<file path="config.mk">
export PLATFORM = sky130hd
export DESIGN_NAME = mac_sequencer_flat
export DESIGN_NICKNAME = d
export VERILOG_FILES = /design/src/rtl/mac_sequencer_if.sv /design/src/rtl/mac_sequencer.sv /design/src/flat_wrapper.sv
export SDC_FILE = /design/constraint.sdc
export NUM_CORES = 1
export LEC_CHECK = 0
export ABC_AREA = 1
export BUFFER_PORTS_ARGS = -buffer_cell sky130_fd_sc_hd__buf_2
export CAP_MARGIN = 20
export CORE_MARGIN = 2
export CORE_UTILIZATION = 35
export CTS_BUF_LIST = sky130_fd_sc_hd__clkbuf_16
export CTS_CLUSTER_SIZE = 10
export DETAILED_ROUTE_END_ITERATION = 10
export GPL_ROUTABILITY_DRIVEN = 0
export PLACE_DENSITY = 0.65
export SYNTH_ARGS = -nofsm -noshare
export SYNTH_HDL_FRONTEND = slang
export SYNTH_SLANG_ARGS = --single-unit
export TNS_END_PERCENT = 20
</file>
<file path="constraint.sdc">
create_clock -name clk -period 2.6 [get_ports clk]
set_clock_uncertainty 0.2 [all_clocks]
set_input_delay 0.39 -clock clk [delete_from_list [all_inputs] [get_ports clk]]
set_output_delay 0.39 -clock clk [all_outputs]
set_load 0.01 [all_outputs]
</file>
<file path="src/rtl/mac_sequencer_if.sv">
// rtl/mac_sequencer_if.sv - control and memory/accumulator strobe bundle for the dot-product sequencer
interface mac_sequencer_if #(
  parameter int AW = 8,
  parameter int LW = 8
);
  logic          start;
  logic          abort;
  logic [LW-1:0] len;
  logic [AW-1:0] a_base;
  logic [AW-1:0] b_base;
  logic [AW-1:0] b_stride;
  logic [AW-1:0] c_addr;
  logic [AW-1:0] mem_addr;
  logic          mem_rd;
  logic          mem_wr;
  logic          opa_load;
  logic          ac_clear;
  logic          ac_alu_load;
  logic          busy;
  logic          done;

  modport master (
    output start, abort, len, a_base, b_base, b_stride, c_addr,
    input  mem_addr, mem_rd, mem_wr, opa_load, ac_clear, ac_alu_load, busy, done
  );

  modport slave (
    input  start, abort, len, a_base, b_base, b_stride, c_addr,
    output mem_addr, mem_rd, mem_wr, opa_load, ac_clear, ac_alu_load, busy, done
  );
endinterface

</file>
<file path="src/rtl/mac_sequencer.sv">
// rtl/mac_sequencer.sv - sequences fetch/multiply-accumulate/writeback for one dot-product element
module mac_sequencer #(
  parameter int AW = 8,
  parameter int LW = 8
) (
  input logic            clk,
  input logic            rst_n,
  mac_sequencer_if.slave bus
);

  typedef enum logic [2:0] {
    S_IDLE,
    S_CLR,
    S_FA,
    S_FB,
    S_MAC,
    S_WB,
    S_DONE
  } state_t;

  state_t        state_q, state_d;
  logic [AW-1:0] a_ptr_q, a_ptr_d;
  logic [AW-1:0] b_ptr_q, b_ptr_d;
  logic [AW-1:0] stride_q, stride_d;
  logic [AW-1:0] c_addr_q, c_addr_d;
  logic [LW-1:0] cnt_q, cnt_d;

  always_ff @(posedge clk or negedge rst_n) begin
    if (!rst_n) begin
      state_q  <= S_IDLE;
      a_ptr_q  <= '0;
      b_ptr_q  <= '0;
      stride_q <= '0;
      c_addr_q <= '0;
      cnt_q    <= '0;
    end else begin
      state_q  <= state_d;
      a_ptr_q  <= a_ptr_d;
      b_ptr_q  <= b_ptr_d;
      stride_q <= stride_d;
      c_addr_q <= c_addr_d;
      cnt_q    <= cnt_d;
    end
  end

  // Abort is checked first so a simultaneous start in IDLE captures nothing.
  always_comb begin
    state_d  = state_q;
    a_ptr_d  = a_ptr_q;
    b_ptr_d  = b_ptr_q;
    stride_d = stride_q;
    c_addr_d = c_addr_q;
    cnt_d    = cnt_q;
    if (bus.abort) begin
      state_d = S_IDLE;
    end else begin
      case (state_q)
        S_IDLE: begin
          if (bus.start) begin
            a_ptr_d  = bus.a_base;
            b_ptr_d  = bus.b_base;
            stride_d = bus.b_stride;
            c_addr_d = bus.c_addr;
            cnt_d    = bus.len;
            state_d  = S_CLR;
          end
        end
        S_CLR:  state_d = (cnt_q != '0) ? S_FA : S_WB;
        S_FA:   state_d = S_FB;
        S_FB:   state_d = S_MAC;
        S_MAC: begin
          a_ptr_d = a_ptr_q + AW'(1);
          b_ptr_d = b_ptr_q + stride_q;
          cnt_d   = cnt_q - LW'(1);
          state_d = (cnt_q != LW'(1)) ? S_FA : S_WB;
        end
        S_WB:   state_d = S_DONE;
        S_DONE: state_d = S_IDLE;
        default: state_d = S_IDLE;
      endcase
    end
  end

  // Outputs decode only the registered state, so reset clears them immediately.
  always_comb begin
    bus.mem_addr    = '0;
    bus.mem_rd      = 1'b0;
    bus.mem_wr      = 1'b0;
    bus.opa_load    = 1'b0;
    bus.ac_clear    = 1'b0;
    bus.ac_alu_load = 1'b0;
    bus.done        = 1'b0;
    bus.busy        = (state_q != S_IDLE);
    case (state_q)
      S_CLR: bus.ac_clear = 1'b1;
      S_FA: begin
        bus.mem_addr = a_ptr_q;
        bus.mem_rd   = 1'b1;
      end
      S_FB: begin
        bus.mem_addr = b_ptr_q;
        bus.mem_rd   = 1'b1;
        bus.opa_load = 1'b1;
      end
      S_MAC: bus.ac_alu_load = 1'b1;
      S_WB: begin
        bus.mem_addr = c_addr_q;
        bus.mem_wr   = 1'b1;
      end
      S_DONE: bus.done = 1'b1;
      default: ;
    endcase
  end

endmodule

</file>
<file path="src/flat_wrapper.sv">
// flat-port wrapper written by rule: the top's interface ports become plain ports
module mac_sequencer_flat 
#(
  parameter int AW = 8,
  parameter int LW = 8
)
  (clk, rst_n, bus_start, bus_abort, bus_len, bus_a_base, bus_b_base, bus_b_stride, bus_c_addr, bus_mem_addr, bus_mem_rd, bus_mem_wr, bus_opa_load, bus_ac_clear, bus_ac_alu_load, bus_busy, bus_done);
  mac_sequencer_if #(.AW(AW), .LW(LW)) bus_i ();
  input logic clk;
  input logic rst_n;
  input wire logic [$bits(bus_i.start)-1:0] bus_start;
  input wire logic [$bits(bus_i.abort)-1:0] bus_abort;
  input wire logic [$bits(bus_i.len)-1:0] bus_len;
  input wire logic [$bits(bus_i.a_base)-1:0] bus_a_base;
  input wire logic [$bits(bus_i.b_base)-1:0] bus_b_base;
  input wire logic [$bits(bus_i.b_stride)-1:0] bus_b_stride;
  input wire logic [$bits(bus_i.c_addr)-1:0] bus_c_addr;
  output wire logic [$bits(bus_i.mem_addr)-1:0] bus_mem_addr;
  output wire logic [$bits(bus_i.mem_rd)-1:0] bus_mem_rd;
  output wire logic [$bits(bus_i.mem_wr)-1:0] bus_mem_wr;
  output wire logic [$bits(bus_i.opa_load)-1:0] bus_opa_load;
  output wire logic [$bits(bus_i.ac_clear)-1:0] bus_ac_clear;
  output wire logic [$bits(bus_i.ac_alu_load)-1:0] bus_ac_alu_load;
  output wire logic [$bits(bus_i.busy)-1:0] bus_busy;
  output wire logic [$bits(bus_i.done)-1:0] bus_done;
  assign bus_i.start = bus_start;
  assign bus_i.abort = bus_abort;
  assign bus_i.len = bus_len;
  assign bus_i.a_base = bus_a_base;
  assign bus_i.b_base = bus_b_base;
  assign bus_i.b_stride = bus_b_stride;
  assign bus_i.c_addr = bus_c_addr;
  assign bus_mem_addr = bus_i.mem_addr;
  assign bus_mem_rd = bus_i.mem_rd;
  assign bus_mem_wr = bus_i.mem_wr;
  assign bus_opa_load = bus_i.opa_load;
  assign bus_ac_clear = bus_i.ac_clear;
  assign bus_ac_alu_load = bus_i.ac_alu_load;
  assign bus_busy = bus_i.busy;
  assign bus_done = bus_i.done;
  mac_sequencer #(.AW(AW), .LW(LW)) u_core (.clk(clk), .rst_n(rst_n), .bus(bus_i));
endmodule
</file>
# Word-level counts from Yosys, hierarchy flattened
# Cells that the tools add are included.
# totals
elab_cells	44
ff_bits	43
inputBits	44
output_inout_bits	15
# classes
n_eq_ne	9
bitwise_logic	1
muxes	18
n_reduce_logical	7
n_addsub	3
# ops
cell	n
$pmux 8 s2	3
$mux 8	3
$pmux 8 s3	1
$pmux 3 s6	1
$mux 3	4
$eq 3x3->1 const B	3
$add 8x1->8 const B	1
$add 8x8->8	1
$ne 8x1->1 const B	1
$reduce_bool 8->1	1
$sub 8x1->8 const B	1
$eq 3x2->1 const B	2
$mux 1	6
$reduce_and 3->1	2
$eq 3x1->1 const B	1
$logic_not 3->1	1
$ne 3x3->1 const B	1
$reduce_bool 3->1	1
$ne 2x2->1 const B	1
$reduce_bool 2->1	1
$reduce_or 2->1	1
$not 1->1	1

# Depth between registers and ports, before layout
# Gate-level depths: netlist of run 1.
# depth
depth_word	4
ltp_mapped	12
mapped_depth_nobuf	12

# Least setup slack after synthesis of run 1
# OpenSTA, ideal clock, no wires.
# synth_timing
path_kind	flip-flop to output port
startpoint	register u_core.state_q[2]
endpoint	output bus_mem_addr[1]
path_slack_ps	654
t_required_ps	2010
arrival_time_ps	1356
path_stages_with_launch	5
path_cell_list	dfrtp_1 -> buf_2 -> nor3_2 -> inv_1 -> o211ai_1
# synth_via
elab_chain_cells	2
# synth_lines
item	line_no	rtl
start: declaration	mac_sequencer.sv:21	state_t state_q, state_d;
start signal: assignment	mac_sequencer.sv:37	state_q <= state_d;
$eq 3x3->1 or $eq 3x2->1 (tied branches)	mac_sequencer.sv:94	case (state_q)
$pmux 8 s3 *	mac_sequencer.sv:94	
end: declaration	flat_wrapper.sv:18	output wire logic [$bits(bus_i.mem_addr)-1:0] bus_mem_addr;
# Every way passes the cells marked *; elsewhere a longest branch is shown, timed or not.

# Worst setup path after layout of run 1
# layout_timing
startpoint	register u_core.state_q[0]
endpoint	output bus_mem_addr[1]
# The elaborated chain is that of the path after synthesis.

==> run metrics, run 1 <==
status=finished with violations; failing checks=hold timing; CTS tree=yes; # DRC=0; I/O pin count=between 50 and 60; first-pass GRT wire length=~12000 um; max-cap check violation count=0; dpl hpwl=around 5400 um; WL final=around 7200 um; Max Buffers Root-to-Sink=2; Slew Limit Fails=0; crit share post-route=94.3%; register area=roughly 1100 um2; post-route setup slack=0.147 ns; Area Overhead vs Synth=19.0%; FILL cells=between 700 and 800; CP max stage delay=0.45 ns; switching power=about 0.0014 W; H-tree levels=2; PD cells=roughly 1000 nW/um2; clk_lat worst skew=roughly 0.28 ns; Syn Inst Count=approximately 360; CP delay by family, top=buffers and inverters; Chip Height=93.2 um; Fin Hold WS=-0.0145 ns; row count=32; TNS Setup=0 ns; post-CTS setup buffer count=0; crit-path max FO=8; GR Overflow Total=0; Crit path arrival time=1.86 ns; Final Setup Violations=0; Fmax=~400 MHz; Clock Pin Slew Worst Setup and Hold Paths=~0.060 ns; CP dominant cell by count=inv_1; Die Footprint=roughly 8700 um2; critical path startpoint category=flop; post-cts resize count=0; CORE AREA=7730 um2; All-Layer GR Usage=~18%; clock share of power=between 15 and 20%; CP startpoint=u_core.state_q[0]$_DFFE_PN0P_; VDD IR max=about 0.34 mV; Initial DRC Count=around 160; Root Buffer Master=clkbuf_16; Sw Ratio=a little over two fifths; min Tclk post-route=~2.5 ns; min-delay worst type=in -> async; RSZ-0062 raised after global routing=no; Synth Net Count=approximately 420; Worst Path Buf+Inv=3; routed len/inst=around 14 um; kind of critical path=reg -> out; IO buf count=between 50 and 60; fin util=a little over two fifths; Worst-Margin Slew=0.564 ns; Via density=between 4 and 5; Num CTS Buffers=5; CP endpoint kind=primary output; slowest CP cell=nor3_2; drt first pass iters=4; critical path depth=5; sequential share of power=36.3%; Synth Cell Area=approximately 2800 um2; normalized max-slew margin=between 60 and 70%; CP cell instances=inv_1, nor3_2, inv_1, o211ai_1, buf_2; worst path required time=between 2 and 2.5 ns; chip width=approximately 93 um; Initial Util=between 30% and 40%; initial antenna violation count=0; Int Power=0.00197 W; post-synthesis sequential area ratio=roughly two fifths; number of synthesized register bits=43; clock sink count=43; Static Leak=between 1.5 and 2 nW; CTS Hold Bufs=0; combinational power share=a little under half; Yosys warnings=0; share of cells above drive strength 1=a little under a quarter; Hold Fails Final Rpt=35; vias in the first global route=2516; antenna fix cells=0; Layout Nets=around 480; capturing point of the worst reg2reg path=u_core.b_ptr_q[3]$_DFFE_PN0P_; syn_area_per_cell=approximately 7.7 um2; DR vias=about 2500; Worst Reg-to-Reg Cells=7; Post-DRT Antenna Nets=0; RR Startpoint=u_core.state_q[1]$_DFFE_PN0P_; multi-input logic area=approximately 1500 um2; synth unique cells=33; DP Worst Slack=between 0.4 and 0.5 ns; Reg2Reg Setup Slack=between 0.6 and 0.7 ns; maximum number of pins on one net before global-route repair=44
## through the flow
step,std cells,power (W),hold slack [ns],cell area (um2)
floorplan,363,0.00237,-0.106,2780
global placement,517,0.00272,0.263,3170
detailed placement,517,0.00278,0.280,3170
CTS,525,0.00341,0.00693,3310
global route,525,0.00373,0.0563,3310
finish,525,0.00338,-0.0145,3310
## cell usage in the layout, fill, tap and decap left out
master and count:
a21oi_1 6, buf_2 58, buf_4 5, clkbuf_16 5, clkinv_1 1, clkinv_2 1, clkinvlp_4 1, dfrtp_1 43
fa_1 1, ha_1 11, inv_1 39, inv_2 2, mux2_2 7, mux2_4 8, nand2_1 108, nand2_2 2
nand3_1 21, nand3_4 2, nand3b_1 3, nand4_1 5, nor2_1 38, nor2_2 1, nor2_4 1, nor3_1 4
nor3_2 1, o211ai_1 7, o21ai_0 22, o21ai_1 7, o21bai_1 1, o221ai_1 1, o31ai_1 3, or2_2 4
xnor2_1 1, xor2_1 3
## logic make-up (layout without fill, tap and decap cells)
family	Yosys count	count (layout)	synth area share [%]
AND/OR/NAND/NOR	190	190	29.7
buffers and inverters	52	112	7.96
AO/OA/AOI/OAI	47	47	9.58
flip-flops	43	43	38.7
multiplexers	15	15	7.15
adder cells (fa/ha/maj)	12	12	5.67
XOR/XNOR	4	4	1.26
## worst max-delay path by stage
stage                      endpoint  slack, ns
finish              bus_mem_addr[1]       0.15
global route        bus_mem_addr[1]       0.03
CTS                 bus_mem_addr[1]       0.16
detailed placement  bus_mem_addr[1]       0.48
global placement    bus_mem_addr[1]       0.59
floorplan           bus_mem_addr[1]       0.65
## area by class of cell
class / count / share of cell area [%]
Sequential cell: 43 / 32.5
Timing Repair Buffer: 63 / 9.90
Multi-Input combinational cell: 268 / 44.8
Clock buffer: 5 / 3.78
Inverter: 41 / 4.65
Tap cell: 102 / 3.85
Clock inverter: 3 / 0.491
## Yosys cell counts
cell      number  area, um2
a21oi_1        6       30.0
buf_2          6       30.0
buf_4          1       7.51
buf_6          2       22.5
clkbuf_1       2       7.51
clkinv_1       1       3.75
dfrtp_1       43       1080
fa_1           1       20.0
ha_1          11        138
inv_1         38        143
inv_2          2       7.51
mux2_2         7       78.8
mux2_4         8        120
nand2_1      108        405
nand2_2        2       12.5
nand3_1       21        105
nand3_4        2       35.0
nand3b_1       3       22.5
nand4_1        5       31.3
nor2_1        38        143
nor2_2         1       6.26
nor2_4         1       11.3
nor3_1         4       20.0
nor3_2         1       10.0
o211ai_1       7       52.6
o21ai_0       22        110
o21ai_1        7       35.0
o21bai_1       1       7.51
o221ai_1       1       8.76
o31ai_1        3       22.5
or2_2          4       25.0
xnor2_1        1       8.76
xor2_1         3       26.3
## metal layers
| metal | global-route usage [%] | routed length [um] | part of all wire (%) | vias to the layer above |
|---|---|---|---|---|
| li1 | - | - | - | 1293 |
| met4 | 4.04 | 73 | 1.0 | 0 |
| met5 | 0 | 0 | 0 | - |
| met2 | 28.8 | 3370 | 47 | 55 |
| met1 | 24.6 | 3460 | 48 | 1195 |
| met3 | 2.82 | 266 | 3.7 | 6 |
## flip-flops by register name, indices dropped and copies added (netlist names)
register,cells
u_core.b_ptr_q,8
u_core.stride_q,8
u_core.c_addr_q,8
u_core.state_q,3
u_core.cnt_q,8
u_core.a_ptr_q,8
## power groups by stage
stage               registers (W)  logic (W)  clock network, W
floorplan                 0.00115    0.00122                 0
global placement          0.00123    0.00149                 0
detailed placement        0.00124    0.00154                 0
CTS                       0.00123    0.00155          0.000633
global route              0.00127    0.00180          0.000658
finish                    0.00123    0.00153          0.000620
(Power assumes the default switching activity.)
==> run 2, diff against run 1 <==
CELL_PAD_IN_SITES_DETAIL_PLACEMENT = 0   (was not set)
CELL_PAD_IN_SITES_GLOBAL_PLACEMENT = 1   (was not set)
GPL_ROUTABILITY_DRIVEN = not set   (was 0)
PLACE_DENSITY = 0.82   (was 0.65)
==> run 2 against run 1 <==
Net effect:
- the run now ends clean
- register-to-register slack got worse by 0.14 ns
- first-iteration DRC count down 21%
- combinational power hardly changed
==> run metrics, run 2 (synthesis results as in run 1) <==
Initial DRC Count=127 (-21%); Worst-Margin Slew=0.619 ns (+0.0548 ns); dpl hpwl=5440 um (+1.4%); I/O pin count=59 (unchanged); slowest CP cell=dfrtp_1; chip width=93.2 um (unchanged); status=finished clean; share of cells above drive strength 1=23.3% (+0.18 points); max-cap check violation count=0 (unchanged); post-cts resize count=0 (unchanged); Root Buffer Master=clkbuf_16; Hold Fails Final Rpt=0 (-100%); PD cells=1030 nW/um2 (+0.93%); # DRC=0 (unchanged); critical path startpoint category=flop; Clock Pin Slew Worst Setup and Hold Paths=0.07 ns (about the same); Via density=4.86 (about the same); CTS tree=yes; VDD IR max=0.381 mV (+11%); Chip Height=93.2 um (unchanged); Fmax=412 MHz (+1.1%); IO buf count=58 (unchanged); Initial Util=36.0% (unchanged); CP delay by family, top=flip-flops; antenna fix cells=0 (unchanged); Die Footprint=8680 um2 (unchanged); most frequent cells in the layout=108 x nand2_1, 58 x buf_2, 43 x dfrtp_1, 38 x inv_1, 38 x nor2_1; kind of critical path=reg -> out; CP max stage delay=0.51 ns (+0.06 ns); fin cells=526 (+0.19%); maximum number of pins on one net before global-route repair=27 (-39%); Worst Path Buf+Inv=2 (-1); Layout Nets=479 (+0.21%); CORE AREA=7730 um2 (unchanged); DR vias=2556 (+0.27%); fin area=3330 um2 (+0.57%); All-Layer GR Usage=17.5% (-0.087 points); Crit path arrival time=1.84 ns (-0.02 ns); min Tclk post-route=2.43 ns (-0.0267 ns); initial antenna violation count=0 (unchanged); CP endpoint kind=primary output; RSZ-0062 raised after global routing=no; CP cell instances=nor3_2, inv_1, o211ai_1, buf_2; TNS Setup=0 ns (unchanged); commonest non-fill, non-tap cell in the layout=nand2_1; clk_lat worst skew=0.29 ns (about the same); Overall Power=0.00343 W (+1.5%); vias in the first global route=2480 (-1.4%); Placed Cells=517 (unchanged); crit-path max FO=9 (+1); Post-DRT Antenna Nets=0 (unchanged); H-tree levels=2 (unchanged); Slew Limit Fails=0 (unchanged); gpl congestion=0.826; Max Buffers Root-to-Sink=2 (unchanged); post-route setup slack=0.174 ns (+0.0267 ns); worst path required time=2.01 ns (about the same); routed len/inst=13.6 um (-0.52%); DP Worst Slack=0.494 ns (+0.0123 ns); Static Leak=1.75 nW (+0.20%); GR Overflow Total=0 (unchanged); WL final=7150 um (-0.33%); Area Overhead vs Synth=19.7%; first-pass GRT wire length=12000 um (-1.1%); area post-placement=3170 um2 (unchanged); drt first pass iters=6 (+2); CTS Hold Bufs=1 (+1); Final Setup Violations=0 (unchanged); clock sink count=43 (unchanged); post-CTS setup buffer count=0 (unchanged); normalized max-slew margin=58.8% (-3.7 points); min-delay worst type=in -> reg; row count=32 (unchanged); Num CTS Buffers=5 (unchanged); crit share post-route=93.3% (-1.0 points)
## run 2: path summary, 6_finish.rpt
check / startpoint / to / slack [ns] / cells past startpoint
max: u_core.state_q[2]$_DFFE_PN0P_ / bus_mem_addr[1] / 0.17 / 4
min: bus_b_stride[2] / u_core.stride_q[2]$_DFFE_PN0P_ / 0.12 / 2
max reg2reg: u_core.state_q[2]$_DFFE_PN0P_ / u_core.b_ptr_q[0]$_DFFE_PN0P_ / 0.48 / 6
min reg2reg: u_core.cnt_q[6]$_DFFE_PN0P_ / u_core.cnt_q[6]$_DFFE_PN0P_ / 0.28 / 2
max in group asynchronous: rst_n / u_core.state_q[2]$_DFFE_PN0P_ / 1.17 / 3
min in group asynchronous: rst_n / u_core.c_addr_q[1]$_DFFE_PN0P_ / 0.45 / 2
## run 2: power breakdown
part / total [W] / internal (W) / switching [W] / leakage, nW
Sequential: 0.00124 / 0.000972 / 0.000272 / 0.521
Clock: 0.000637 / 0.000359 / 0.000278 / 0.0700
Combinational: 0.00155 / 0.000650 / 0.000901 / 1.16
## run 2: final cells by class
type,count,area [um2]
Multi-Input combinational cell,268,1490
Tap cell,102,128
Timing Repair Buffer,64,338
Fill cell,800,4400
Inverter,41,154
Sequential cell,43,1080
Clock inverter,3,25.0
Clock buffer,5,125
## run 2: stage by stage
stage | utilization (%) | hold WS, ns
5_1_grt | 43.1 | 0.124
3_3_place_gp | 41.0 | 0.235
2_1_floorplan | - | -0.106
3_5_place_dp | 41.0 | 0.236
4_1_cts | 43.1 | 0.121
6_report | 43.1 | 0.124
## run 2: routing by layer
layer	vias up	wire, um	track usage, %
li1	1289	-	-
met1	1212	3400	23.3
met2	48	3440	30.1
met3	7	221	2.58
met4	0	82	4.17
met5	-	0	0
## run 2: worst reg2reg max path, stage by stage, from the launching register on
cell	delay, ns
dfrtp_1	0.56
buf_4	0.25
nand2_1	0.08
inv_1	0.39
buf_4	0.26
nor2_1	0.05
o31ai_1	0.24
==> run 3, diff against run 2 <==
clock period = 2.5 ns   (was 2.6 ns; I/O delays follow)
==> run 3 against run 2 <==
Net effect:
- clock-buffer cell count is the same
- final cell count grew 0.38%
- largest cell class unchanged
- critical path depth grew 1
- largest power group unchanged
==> run metrics, run 3 (synthesis results as in run 1) <==
status=finished clean; critical path depth=5 (+1); CP endpoint kind=primary output; capturing point of the worst reg2reg path=u_core.b_ptr_q[4]$_DFFE_PN0P_; min-delay worst type=in -> reg; fin util=43.2% (+0.065 points); worst path required time=1.92 ns (-0.09 ns); CP endpoint=bus_mem_addr[1]; area post-placement=3190 um2 (+0.47%); PD cells=1060 nW/um2 (+2.8%); Final Setup Violations=0 (unchanged); max-cap check violation count=0 (unchanged); Area Overhead vs Synth=19.9%; Crit path arrival time=1.71 ns (-0.13 ns); VDD IR max=0.336 mV (-12%); Die Footprint=8680 um2 (unchanged); clock sink count=43 (unchanged); Max Buffers Root-to-Sink=2 (unchanged); All-Layer GR Usage=17.4% (-0.15 points); FILL cells=809 (+1.1%); maximum number of pins on one net before global-route repair=28 (+3.7%); most frequent cells in the layout=108 x nand2_1, 58 x buf_2, 43 x dfrtp_1, 38 x inv_1, 38 x nor2_1; Layout Nets=481 (+0.42%); kind of critical path=reg -> out; initial antenna violation count=0 (unchanged); IO buf count=58 (unchanged); Worst Path Buf+Inv=3 (+1); Worst-Margin Slew=0.621 ns (+0.00278 ns); GR Overflow Total=0 (unchanged); clk_lat worst skew=0.28 ns (about the same); share of cells above drive strength 1=23.2% (-0.11 points); CP dominant cell by count=inv_1; antenna fix cells=0 (unchanged); vias in the first global route=2413 (-2.7%); Clock Pin Slew Worst Setup and Hold Paths=0.06 ns (about the same); DP Worst Slack=0.503 ns (+0.00911 ns); TNS Setup=0 ns (unchanged); # DRC=0 (unchanged); CP delay by family, top=flip-flops; RR Startpoint=u_core.b_ptr_q[0]$_DFFE_PN0P_; fin area=3340 um2 (+0.15%); chip width=93.2 um (unchanged); crit-path max FO=8 (-1); critical path startpoint category=flop; commonest non-fill, non-tap cell in the layout=nand2_1; Chip Height=93.2 um (unchanged); post-route setup slack=0.214 ns (+0.0400 ns); slowest CP cell=dfrtp_1; Fmax=around 440 MHz; CP startpoint=u_core.state_q[0]$_DFFE_PN0P_; CP cell instances=inv_1, nor3_2, inv_1, o211ai_1, buf_2; first-pass GRT wire length=11800 um (-2.1%); Num CTS Buffers=5 (unchanged); RSZ-0062 raised after global routing=no; Initial Util=36.0% (unchanged); H-tree levels=2 (unchanged); Static Leak=1.76 nW (+0.27%); WL final=7140 um (-0.14%); drt first pass iters=4 (-2); crit share post-route=approximately 91%; gpl congestion=0.854 (+3.4%); Hold Fails Final Rpt=0 (unchanged); Via density=4.71 (-3.0%); post-cts resize count=0 (unchanged); DR vias=2488 (-2.7%); normalized max-slew margin=58.6% (-0.19 points); Root Buffer Master=clkbuf_16; CTS tree=yes; Slew Limit Fails=0 (unchanged); Reg2Reg Setup Slack=0.53 ns (+0.05 ns); dpl hpwl=5510 um (+1.2%); routed len/inst=13.5 um (-0.52%); CORE AREA=7730 um2 (unchanged); Post-DRT Antenna Nets=0 (unchanged); row count=32 (unchanged); Worst Reg-to-Reg Cells=11 (+5); I/O pin count=59 (unchanged); Initial DRC Count=122 (-3.9%); min Tclk post-route=around 2.3 ns; CP max stage delay=0.43 ns (-0.08 ns)
run 3: cell types whose count changed in the layout (fill, tap and decap cells not counted), sizes merged:
| cell | change |
|---|---|
| buf | +2 |
run 3: repair_timing:
action	CTS	global route
hold buffers	1	0
endpoints found under the hold margin	25	0
buffers inserted	0	0
run 3: how the worst min path moves through the flow:
stage / from / cells past startpoint / end / slack (ns)
finish: bus_b_stride[3] / 2 / u_core.stride_q[3]$_DFFE_PN0P_ / 0.12
global route: bus_b_stride[3] / 2 / u_core.stride_q[3]$_DFFE_PN0P_ / 0.12
CTS: bus_c_addr[1] / 2 / u_core.c_addr_q[1]$_DFFE_PN0P_ / 0.11
detailed placement: rst_n / 1 / u_core.c_addr_q[5]$_DFFE_PN0P_ / 0.23
global placement: rst_n / 1 / u_core.c_addr_q[5]$_DFFE_PN0P_ / 0.23
floorplan: rst_n / 0 / u_core.a_ptr_q[0]$_DFFE_PN0P_ / -0.12
run 3: final cells by class:
class	count	area (um2)	area share, %
tap	102	128	3.83
clock inverter	3	15.0	0.450
inverter	41	154	4.61
multi-input combinational	268	1490	44.5
timing repair buffer	66	353	10.6
clock buffer	5	125	3.75
sequential	43	1080	32.3
run 3: report_power, final:
group / total (W) / switching (W) / internal, W
logic: 0.00162 / 0.000941 / 0.000683
registers: 0.00128 / 0.000273 / 0.00101
clock network: 0.000625 / 0.000262 / 0.000363
total: 0.00353 / 0.00148 / 0.00206
run 3: routing by layer:
metal / part of all wire, % / GRT usage, % / vias to the layer above
met3: 2.4 / 2.74 / 4
met2: 48 / 29.2 / 35
met5: 0 / 0 / -
met1: 48 / 23.3 / 1147
met4: 1.1 / 4.78 / 0
li1: - / - / 1302
run 3: metrics by stage:
step	total power, W	hold slack (ns)	instances
floorplan	0.00246	-0.121	363
global placement	0.00287	0.230	519
detailed placement	0.00291	0.231	519
CTS	0.00356	0.115	528
global route	0.00386	0.120	528
finish	0.00353	0.118	528
